$ cat src/rtl/doom_keys_pkg.sv
// doom_keys_pkg
// Shared definitions for the PS/2 key decoder:
//   - byte-parse FSM state encoding
//   - PS/2 scan-code constants (prefixes, arrow keys, WASD letters)
//   - one-hot direction encodings (RIGHT=1000, LEFT=0100, UP=0010, DOWN=0001)
//   - helper functions mapping scan codes to directions and picking the
//     fixed-priority held direction
// No ports (package).

package doom_keys_pkg;

  // Byte-parse FSM states
  typedef enum logic [1:0] {
    ST_IDLE    = 2'b00,  // waiting for a new code
    ST_EXT     = 2'b01,  // E0 seen
    ST_BRK     = 2'b10,  // F0 seen
    ST_EXT_BRK = 2'b11   // E0 then F0 seen
  } kd_state_e;

  // Width of the prefix timeout counter
  localparam int TIMEOUT_W = 20;

  // Prefix bytes
  localparam logic [7:0] SC_PREFIX_EXT = 8'hE0;
  localparam logic [7:0] SC_PREFIX_BRK = 8'hF0;

  // Extended (E0-prefixed) arrow-key codes
  localparam logic [7:0] SC_ARROW_RIGHT = 8'h74;
  localparam logic [7:0] SC_ARROW_LEFT  = 8'h6B;
  localparam logic [7:0] SC_ARROW_UP    = 8'h75;
  localparam logic [7:0] SC_ARROW_DOWN  = 8'h72;

  // Non-extended letter codes used as optional aliases
  localparam logic [7:0] SC_KEY_W = 8'h1D;
  localparam logic [7:0] SC_KEY_A = 8'h1C;
  localparam logic [7:0] SC_KEY_S = 8'h1B;
  localparam logic [7:0] SC_KEY_D = 8'h23;

  // One-hot direction encodings; bit order matches priority (MSB highest)
  localparam logic [3:0] DIR_RIGHT = 4'b1000;
  localparam logic [3:0] DIR_LEFT  = 4'b0100;
  localparam logic [3:0] DIR_UP    = 4'b0010;
  localparam logic [3:0] DIR_DOWN  = 4'b0001;
  localparam logic [3:0] DIR_NONE  = 4'b0000;

  // Map an extended code to its direction; untracked codes give DIR_NONE.
  function automatic logic [3:0] arrow_code_dir(input logic [7:0] code);
    logic [3:0] dir;
    case (code)
      SC_ARROW_RIGHT: dir = DIR_RIGHT;
      SC_ARROW_LEFT:  dir = DIR_LEFT;
      SC_ARROW_UP:    dir = DIR_UP;
      SC_ARROW_DOWN:  dir = DIR_DOWN;
      default:        dir = DIR_NONE;
    endcase
    return dir;
  endfunction

  // Map a non-extended letter code to its aliased direction.
  function automatic logic [3:0] wasd_code_dir(input logic [7:0] code);
    logic [3:0] dir;
    case (code)
      SC_KEY_D: dir = DIR_RIGHT;
      SC_KEY_A: dir = DIR_LEFT;
      SC_KEY_W: dir = DIR_UP;
      SC_KEY_S: dir = DIR_DOWN;
      default:  dir = DIR_NONE;
    endcase
    return dir;
  endfunction

  // Highest-priority held direction: right > left > up > down.
  function automatic logic [3:0] priority_pick(input logic [3:0] held);
    logic [3:0] dir;
    if (held[3]) begin
      dir = DIR_RIGHT;
    end else if (held[2]) begin
      dir = DIR_LEFT;
    end else if (held[1]) begin
      dir = DIR_UP;
    end else if (held[0]) begin
      dir = DIR_DOWN;
    end else begin
      dir = DIR_NONE;
    end
    return dir;
  endfunction

endpackage

$ cat src/rtl/key_priority_resolve.sv
// key_priority_resolve
// Purely combinational choice of the single active direction.
// The most recently pressed key wins while it is still held; otherwise the
// fixed priority right > left > up > down applies; nothing held -> zero.
// Ports:
//   held_i [3:0]  held directions (arrow and alias keys already merged)
//   last_i [3:0]  one-hot most recently made direction (or zero)
//   dir_o  [3:0]  one-hot or all-zero resolved direction

module key_priority_resolve
  import doom_keys_pkg::*;
(
  input  logic [3:0] held_i,
  input  logic [3:0] last_i,
  output logic [3:0] dir_o
);

  logic last_held_s;

  // last_i is one-hot, so any overlap means the latest key is still down
  assign last_held_s = |(held_i & last_i);

  // Resolve most-recent versus fixed priority
  always_comb begin
    dir_o = DIR_NONE;
    if (last_held_s) begin
      dir_o = last_i;
    end else begin
      dir_o = priority_pick(held_i);
    end
  end

endmodule

$ cat src/rtl/key_decoder.sv
// key_decoder
// Decodes PS/2 scan-code bytes into the four movement controls of the player
// updater. A four-state FSM tracks E0/F0 prefixes; make/break codes of the
// arrow keys set/clear held bits; a combinational resolver picks one
// direction which is registered onto the outputs one cycle after the byte
// that completes a code. A prefix not followed by a byte within
// PREFIX_TIMEOUT cycles is abandoned (held keys are kept).
// Optional feature macro: KEY_WASD_EN -- when defined, the non-extended codes
// W/A/S/D alias up/left/down/right with their own held bits; when undefined
// those codes are ignored like any other untracked code.
// Ports:
//   clock          system clock
//   reset          asynchronous, active-high reset
//   byte_valid     one-cycle strobe qualifying byte_data
//   byte_data[7:0] scan-code byte from the serial receiver
//   turn_right     registered direction output
//   turn_left      registered direction output
//   move_forward   registered direction output
//   move_backward  registered direction output
//   any_key        registered, high while any tracked key is held

module key_decoder
  import doom_keys_pkg::*;
#(
  parameter int PREFIX_TIMEOUT = 1000000
) (
  input  logic       clock,
  input  logic       reset,
  input  logic       byte_valid,
  input  logic [7:0] byte_data,
  output logic       turn_right,
  output logic       turn_left,
  output logic       move_forward,
  output logic       move_backward,
  output logic       any_key
);

  localparam logic [TIMEOUT_W-1:0] TIMEOUT_LAST = TIMEOUT_W'(PREFIX_TIMEOUT - 1);

  kd_state_e              state_q, state_d;
  logic [TIMEOUT_W-1:0]   cnt_q, cnt_d;
  logic [3:0]             held_arrow_q, held_arrow_d;
  logic [3:0]             held_wasd_q, held_wasd_d;
  logic [3:0]             last_q, last_d;
  logic [3:0]             dir_q;
  logic                   any_key_q;

  logic [3:0]             arrow_dir_s;
  logic [3:0]             wasd_dir_s;
  logic [3:0]             held_all_s;
  logic [3:0]             dir_s;
  logic                   is_ext_s;
  logic                   is_brk_s;

  assign arrow_dir_s = arrow_code_dir(byte_data);

`ifdef KEY_WASD_EN
  assign wasd_dir_s = wasd_code_dir(byte_data);
`else
  // Letter codes are not tracked in this build
  assign wasd_dir_s = DIR_NONE;
`endif

  assign is_ext_s = (byte_data == SC_PREFIX_EXT);
  assign is_brk_s = (byte_data == SC_PREFIX_BRK);

  // Next-state logic: prefix parsing, held/last bookkeeping and timeout
  always_comb begin
    state_d      = state_q;
    cnt_d        = cnt_q;
    held_arrow_d = held_arrow_q;
    held_wasd_d  = held_wasd_q;
    last_d       = last_q;
    if (byte_valid) begin
      // A byte always wins over a coincident timeout
      cnt_d = '0;
      case (state_q)
        ST_IDLE: begin
          if (is_ext_s) begin
            state_d = ST_EXT;
          end else if (is_brk_s) begin
            state_d = ST_BRK;
          end else begin
            // Non-extended make; only a fresh press moves last (typematic
            // repeats of a held key change nothing)
            if ((wasd_dir_s & ~held_wasd_q) != DIR_NONE) begin
              held_wasd_d = held_wasd_q | wasd_dir_s;
              last_d      = wasd_dir_s;
            end else begin
              held_wasd_d = held_wasd_q;
            end
            state_d = ST_IDLE;
          end
        end
        ST_EXT: begin
          if (is_brk_s) begin
            state_d = ST_EXT_BRK;
          end else begin
            if ((arrow_dir_s & ~held_arrow_q) != DIR_NONE) begin
              held_arrow_d = held_arrow_q | arrow_dir_s;
              last_d       = arrow_dir_s;
            end else begin
              held_arrow_d = held_arrow_q;
            end
            state_d = ST_IDLE;
          end
        end
        ST_BRK: begin
          // Clearing a bit that is already clear is harmless
          held_wasd_d = held_wasd_q & ~wasd_dir_s;
          state_d     = ST_IDLE;
        end
        ST_EXT_BRK: begin
          held_arrow_d = held_arrow_q & ~arrow_dir_s;
          state_d      = ST_IDLE;
        end
        default: begin
          state_d = ST_IDLE;
        end
      endcase
    end else if (state_q != ST_IDLE) begin
      if (cnt_q == TIMEOUT_LAST) begin
        state_d = ST_IDLE;
        cnt_d   = '0;
      end else begin
        cnt_d = cnt_q + {{(TIMEOUT_W-1){1'b0}}, 1'b1};
      end
    end else begin
      cnt_d = '0;
    end
  end

  assign held_all_s = held_arrow_d | held_wasd_d;

  key_priority_resolve u_resolve (
    .held_i (held_all_s),
    .last_i (last_d),
    .dir_o  (dir_s)
  );

  // State, bookkeeping and registered outputs
  always_ff @(posedge clock or posedge reset) begin
    if (reset) begin
      state_q      <= ST_IDLE;
      cnt_q        <= '0;
      held_arrow_q <= 4'b0000;
      held_wasd_q  <= 4'b0000;
      last_q       <= 4'b0000;
      dir_q        <= 4'b0000;
      any_key_q    <= 1'b0;
    end else begin
      state_q      <= state_d;
      cnt_q        <= cnt_d;
      held_arrow_q <= held_arrow_d;
      held_wasd_q  <= held_wasd_d;
      last_q       <= last_d;
      dir_q        <= dir_s;
      any_key_q    <= |held_all_s;
    end
  end

  assign turn_right    = dir_q[3];
  assign turn_left     = dir_q[2];
  assign move_forward  = dir_q[1];
  assign move_backward = dir_q[0];
  assign any_key       = any_key_q;

endmodule

$ cat config.mk
export PLATFORM = sky130hd
export DESIGN_NAME = key_decoder
export DESIGN_NICKNAME = d
export VERILOG_FILES = /design/src/rtl/doom_keys_pkg.sv /design/src/rtl/key_priority_resolve.sv /design/src/rtl/key_decoder.sv
export SDC_FILE = /design/constraint.sdc
export NUM_CORES = 1
export LEC_CHECK = 0
export CAP_MARGIN = 10
export CORE_MARGIN = 8
export CORE_UTILIZATION = 45
export CTS_BUF_LIST = sky130_fd_sc_hd__clkbuf_4
export CTS_CLUSTER_DIAMETER = 150
export DETAILED_ROUTE_END_ITERATION = 10
export PLACE_DENSITY_LB_ADDON = 0.05
export SLEW_MARGIN = 20
export SYNTH_ARGS = -nofsm -noshare
export SYNTH_HDL_FRONTEND = slang
export SYNTH_SLANG_ARGS = --single-unit
$ cat constraint.sdc
create_clock -name clock -period 2.1 [get_ports clock]
set_input_delay 0.21 -clock clock [delete_from_list [all_inputs] [get_ports clock]]
set_output_delay 0.21 -clock clock [all_outputs]
set_load 0.005 [all_outputs]
==> results.sh, run 1 <==
export IMPL_area_delta_synth_final_pct=20.6
export IMPL_ys_types=44
export IMPL_max_vdd_ir_drop_uv=256
export IMPL_drive_gt1_share_pct=17.7
export IMPL_drc_errors=0
export IMPL_outcome="complete, no violations"
export IMPL_netlist_area_mm2=0.00187
export IMPL_total_leakage_power_nw=0.980
export IMPL_min_period_ns=1.93
export IMPL_yosys_warnings=0
export IMPL_clk_latency_ns=0.33
export IMPL_grt_max_degree=36
export IMPL_maxSlewViolCount=0
export IMPL_fin_worst_skew_ns=0.00903
export IMPL_sw_frac_of_total_pct=24.0
export IMPL_final_cell_mix="nor2_1, dfrtp_1, buf_4, nand2_1, clkdlybuf4s50_1"
export IMPL_p_total_mw=1.13
export IMPL_ioPinCount=16
export IMPL_maxCapViolCount=0
export IMPL_timing_hold_ws_ns=0.274
export IMPL_final_area_mm2=0.00226
export IMPL_ctsResizeCount=0
export IMPL_numCtsBuffers=5
export IMPL_num_rows=23
export IMPL_postRouteAntennaNets=0
export IMPL_switchingPower_uw=271
export IMPL_hpwl_um=3090
export IMPL_worst_pin_slew_ns=0.584
export IMPL_fp_dieH_um=80.5
export IMPL_grt_usage_pct=13.8
export IMPL_clockBufferDepth=2
export IMPL_antenna_found_initial=0
export IMPL_vias=1529
export IMPL_p_int_uw=858
export IMPL_final_hold_viol_count=0
export IMPL_place_gp_congestion=0.834
export IMPL_placed_area_mm2=0.00220
export IMPL_ys_ff_latch=35
export IMPL_rsz0062_at_grt="no"
export IMPL_syn_inst=192
export IMPL_cts_tree="built"
export IMPL_drt_iter0_markers=93
export IMPL_yosysSeqAreaShare_pct=46.7
export IMPL_synth_net_count=204
export IMPL_routed_wl_um=4100
export IMPL_post_cts_buffers=0
export IMPL_post_route_period_util_pct=91.9
export IMPL_synth_edf_count=0
export IMPL_cts_root_buffer="clkbuf_4"
export IMPL_worstPathArrival_ns=2.15
export IMPL_cts_sinks=35
export IMPL_ys_async_sr_fraction_pct=100
export IMPL_clkTransAtPathRegs_ns=0.11
export IMPL_die_area_mm2=0.00649
export IMPL_worst_setup_path_end_kind="flop"
export IMPL_avgViaCountPerCell=5.44
export IMPL_hold_class="primary input to asynchronous set/reset pin"
export IMPL_seq_power_share_pct=60.2
export IMPL_wl_per_cell_um=14.6
export IMPL_worstPathMaxFanout=6
export IMPL_final_nets=242
export IMPL_relSlewSlack_pct=60.8
export IMPL_critPathRequiredTime_ns=2.32
export IMPL_core_area_mm2=0.00400
export IMPL_die_w_um=80.5
export IMPL_p_comb_share_pct=7.4
export IMPL_initial_core_util_pct=46.9
export IMPL_clockPowerShare_pct=32.4
export IMPL_setup_viol=0
export IMPL_drt_pass1_iterations=4
export IMPL_n_antenna_cell=0
export IMPL_grt_first_pass_wirelength_um=7110
export IMPL_cts_hold_buffers_added=0
export IMPL_cts_max_level=2
export IMPL_power_density_mw_per_mm2=500
export IMPL_fillerInstances=370
export IMPL_grt_pass1_vias=1562
export IMPL_avgSynthCellArea_um2=9.76
export IMPL_critPathKind="primary input to flop"
export IMPL_grt_overflow_total=0
export IMPL_fmax_ghz=0.518
export IMPL_io_buffers=15
export IMPL_critPathLaunchType="primary input"
export IMPL_synth_ff_type="dfrtp_1"
## layout make-up
class                           instances  area (µm²)  area share [%]
Clock inverter                          2        12.5           0.554
Multi-Input combinational cell        146         937            41.5
Inverter                                7        26.3            1.16
Tap cell                               50        62.6            2.77
Clock buffer                            6        45.0            1.99
Sequential cell                        35         876            38.8
Timing Repair Buffer                   35         300            13.3
## registers in the layout (all words and copies together) (netlist names)
signal and cells:
dir_q 4, state_q 2, any_key 1, cnt_q 20, last_q 4, held_arrow_q 4
## critical path, cell delays in order
cell	delay [ns]
clkdlybuf4s50_1	0.58
and4b_2	0.28
nor3b_2	0.21
o32ai_1	0.16
nor4_4	0.35
mux2i_1	0.25
mux2i_1	0.11
## kinds of logic after synthesis
logic type / after synthesis / share of synthesized area [%]
AND/OR/NAND/NOR: 93 / 27.8
flip-flops: 35 / 46.7
AO/OA/AOI/OAI: 29 / 10.5
XOR/XNOR: 18 / 8.41
buffers and inverters: 11 / 3.27
multiplexers: 5 / 2.67
adder cells (fa/ha/maj): 1 / 0.667
## final timing paths
check                             to  slack (ns)  cells after the start         start
hold reg to reg             cnt_q[0]        0.52                      1      cnt_q[0]
min in group clock          cnt_q[0]        0.52                      1      cnt_q[0]
setup / recovery            dir_q[2]        0.17                      7  byte_data[5]
hold / removal              cnt_q[3]        0.27                      3         reset
setup reg to reg            dir_q[2]        0.21                      6    state_q[0]
max in group asynchronous  cnt_q[18]        1.51                      3         reset
## metrics by stage
stage	util, %	worst slack, ns	TNS [ns]	std cells
floorplan	-	0.391	0	192
global placement	55.1	-0.0803	-0.307	273
detailed placement	55.1	-0.177	-0.515	273
CTS	56.5	0.190	0	281
global route	56.5	0.0331	0	281
finish	56.5	0.170	0	281
## per-layer routing
layer	part of all wire [%]	track usage [%]	vias to the layer above
met5	0	0	-
met4	2.2	6.18	0
met3	3.0	3.79	10
met2	53	24.4	35
met1	42	14.9	727
li1	-	-	757
## synth_stat cells, drive strengths merged (2+ instances only)
| cell type | instances | share of area, % |
|---|---|---|
| nand4 | 3 | 1.0 |
| buf | 3 | 1.1 |
| o31ai | 2 | 0.80 |
| inv | 7 | 1.4 |
| nor4 | 2 | 1.5 |
| dfrtp | 35 | 47 |
| and3 | 6 | 2.1 |
| xor2 | 13 | 6.1 |
| a211oi | 3 | 2.0 |
| mux2i | 5 | 2.7 |
| nand2 | 18 | 3.6 |
| xnor2 | 5 | 2.3 |
| and4b | 2 | 1.1 |
| nand3 | 10 | 2.7 |
| nor2 | 35 | 7.0 |
| o21ai | 8 | 2.3 |
| and4bb | 3 | 2.2 |
| nor3 | 3 | 0.80 |
| a31oi | 3 | 1.0 |
| nand4bb | 3 | 2.1 |
| a21oi | 7 | 1.9 |
| o22ai | 2 | 0.67 |
## power groups by stage
stage | Sequential, mW | Clock, mW | Combinational [mW]
after CTS | 0.679 | 0.383 | 0.0843
after global routing | 0.680 | 0.410 | 0.0927
final | 0.679 | 0.366 | 0.0835
after floorplan | 0.692 | 0 | 0.0398
after detailed placement | 0.692 | 0 | 0.0842
after global placement | 0.692 | 0 | 0.0827
No activity file was read; power rests on OpenSTA's default activity.
==> run 2: changes to the inputs <==
--- a/config.mk
+++ b/config.mk
@@ -12,6 +12,7 @@
 export CTS_CLUSTER_DIAMETER = 150
 export DETAILED_ROUTE_END_ITERATION = 10
 export PLACE_DENSITY_LB_ADDON = 0.05
+export SETUP_SLACK_MARGIN = 0.5
 export SLEW_MARGIN = 20
 export SYNTH_ARGS = -nofsm -noshare
 export SYNTH_HDL_FRONTEND = slang
==> run 2 against run 1 <==
Non-clock buffer count rose by 9; utilization rose by 8.7 points; largest power group unchanged; critical path type is now flop to flop; wire length rose by 17%; clock-buffer cell count did not move; die area did not move; final area rose by 15%; global-route usage rose by 1.4 points; clock power rose by 5.7%.
==> results.sh, run 2 (synthesis gave the netlist of run 1 again) <==
export IMPL_drive_gt1_share_pct=35.7
export IMPL_cts_tree="built"
export IMPL_worst_setup_path_end_kind="flop"
export IMPL_cts_max_level=2
export IMPL_area_delta_synth_final_pct=39.2
export IMPL_numCtsBuffers=5
export IMPL_worstPathArrival_ns=2.07
export IMPL_hpwl_um=3200
export IMPL_layout_commonest_cell="dfrtp_1"
export IMPL_top_register="cnt_q"
export IMPL_die_area_mm2=0.00649
export IMPL_postRouteAntennaNets=0
export IMPL_clockBufferDepth=2
export IMPL_fmax_ghz=0.550
export IMPL_n_antenna_cell=0
export IMPL_vias=1635
export IMPL_avgViaCountPerCell=5.62
export IMPL_critPathLaunchType="flop"
export IMPL_worst_pin_slew_ns=0.444
export IMPL_final_nets=252
export IMPL_post_route_period_util_pct=86.6
export IMPL_routed_top_layer="met4"
export IMPL_clk_latency_ns=0.35
export IMPL_maxCapViolCount=0
export IMPL_r2r_start="cnt_q[15]"
export IMPL_routed_wl_met3_um=116
export IMPL_num_rows=23
export IMPL_met1Wirelength_um=1990
export IMPL_power_density_mw_per_mm2=452
export IMPL_wl_per_cell_um=16.5
export IMPL_relSlewSlack_pct=70.4
export IMPL_setup_viol=0
export IMPL_clkTransAtPathRegs_ns=0.12
export IMPL_outcome="complete, no violations"
export IMPL_drc_errors=0
export IMPL_antenna_found_initial=0
export IMPL_final_hold_viol_count=0
export IMPL_place_gp_congestion=0.855
export IMPL_fp_dieH_um=80.5
export IMPL_largest_reg_flops=20
export IMPL_finalNonFillerCells=291
export IMPL_critPathRequiredTime_ns=2.35
export IMPL_min_period_ns=1.82
export IMPL_initial_core_util_pct=46.9
export IMPL_cts_hold_buffers_added=0
export IMPL_rsz0062_at_grt="yes"
export IMPL_grt_pass1_vias=1705
export IMPL_fin_worst_skew_ns=0.00616
export IMPL_total_leakage_power_nw=1.11
export IMPL_drt_iter0_markers=71
export IMPL_grt_max_degree=36
export IMPL_io_buffers=15
export IMPL_reg2reg_to="cnt_q[9]"
export IMPL_cts_root_buffer="clkbuf_4"
export IMPL_dp_cells=273
export IMPL_max_vdd_ir_drop_uv=242
export IMPL_ioPinCount=16
export IMPL_grt_first_pass_wirelength_um=7730
export IMPL_die_w_um=80.5
export IMPL_cts_sinks=35
export IMPL_wl_met2_um=2630
export IMPL_grt_usage_pct=15.2
export IMPL_drt_pass1_iterations=4
export IMPL_routed_wl_um=4810
export IMPL_maxSlewViolCount=0
export IMPL_final_cell_mix="dfrtp_1, buf_4, nor2_1, nand2_1, xor2_1"
export IMPL_hold_class="primary input to asynchronous set/reset pin"
export IMPL_core_area_mm2=0.00400
export IMPL_grt_overflow_total=0
export IMPL_reg2reg_depth=6
export IMPL_regToRegSetupSlack_ns=0.28
export IMPL_worstPathMaxFanout=5
export IMPL_fin_tns_setup_ns=0
export IMPL_critPathKind="flop to flop"
[run 2: cell types whose count changed in the layout (fill, tap and decap cells not counted), moves of 3 or more]
cell / delta
a31oi_1: -3
buf_4: +5
clkdlybuf4s50_1: -8
dlygate4sd2_1: +8
nor2_1: -16
nor2_2: +9
nor2_4: +7
[run 2: critical path: stages, from the launching register on]
cell       delay [ns]
dfrtp_1          0.43
or4b_4           0.55
nor3_4           0.23
a21oi_4          0.10
o21ai_4          0.13
clkbuf_16        0.23
nor2_2           0.04
[run 2: per-stage QoR]
step	worst slack [ns]	util (%)	instance area, µm²	power [mW]	hold slack (ns)
5_1_grt	0.215	65.2	2610	1.23	0.294
2_1_floorplan	0.475	-	1920	0.733	0.307
3_5_place_dp	-0.160	56.4	2260	0.785	0.507
3_3_place_gp	-0.0990	56.4	2260	0.782	0.500
6_report	0.282	65.2	2610	1.18	0.250
4_1_cts	0.351	60.3	2410	1.17	0.249
[run 2: how the worst max path moves through the flow]
stage / startpoint / end / slack [ns] / depth (start not counted)
2_1_floorplan: byte_data[1] / dir_q[1] / 0.48 / 6
4_1_cts: byte_valid / dir_q[2] / 0.35 / 8
6_report: cnt_q[15] / cnt_q[9] / 0.28 / 6
5_1_grt: cnt_q[15] / cnt_q[9] / 0.22 / 6
3_3_place_gp: byte_data[5] / dir_q[1] / -0.1 / 7
3_5_place_dp: byte_data[5] / dir_q[3] / -0.16 / 7
[run 2: where the power goes]
group	internal (mW)	total (mW)	switching (mW)
registers	0.677	0.679	0.00284
logic	0.0520	0.113	0.0610
clock network	0.142	0.387	0.245
total	0.871	1.18	0.309
[run 2: final cells by class]
| cell class | count | area, µm² |
|---|---|---|
| tap | 50 | 62.6 |
| sequential | 35 | 878 |
| clock buffer | 6 | 45.0 |
| timing repair buffer | 44 | 409 |
| multi-input combinational | 147 | 1170 |
| fill | 310 | 1390 |
| inverter | 7 | 26.3 |
| clock inverter | 2 | 12.5 |
[run 2: per-layer routing]
metal  vias to the layer above  track usage (%)
met5                         -                0
met1                       817             15.9
met3                         7             3.35
li1                        776                -
met4                         0             8.00
met2                        35             27.5
[run 2: repair_timing]
action,CTS,global route
resized for setup,21,34
endpoints found under the setup margin,31,31
pin swaps,8,23
cloned,1,3
buffers inserted,2,4
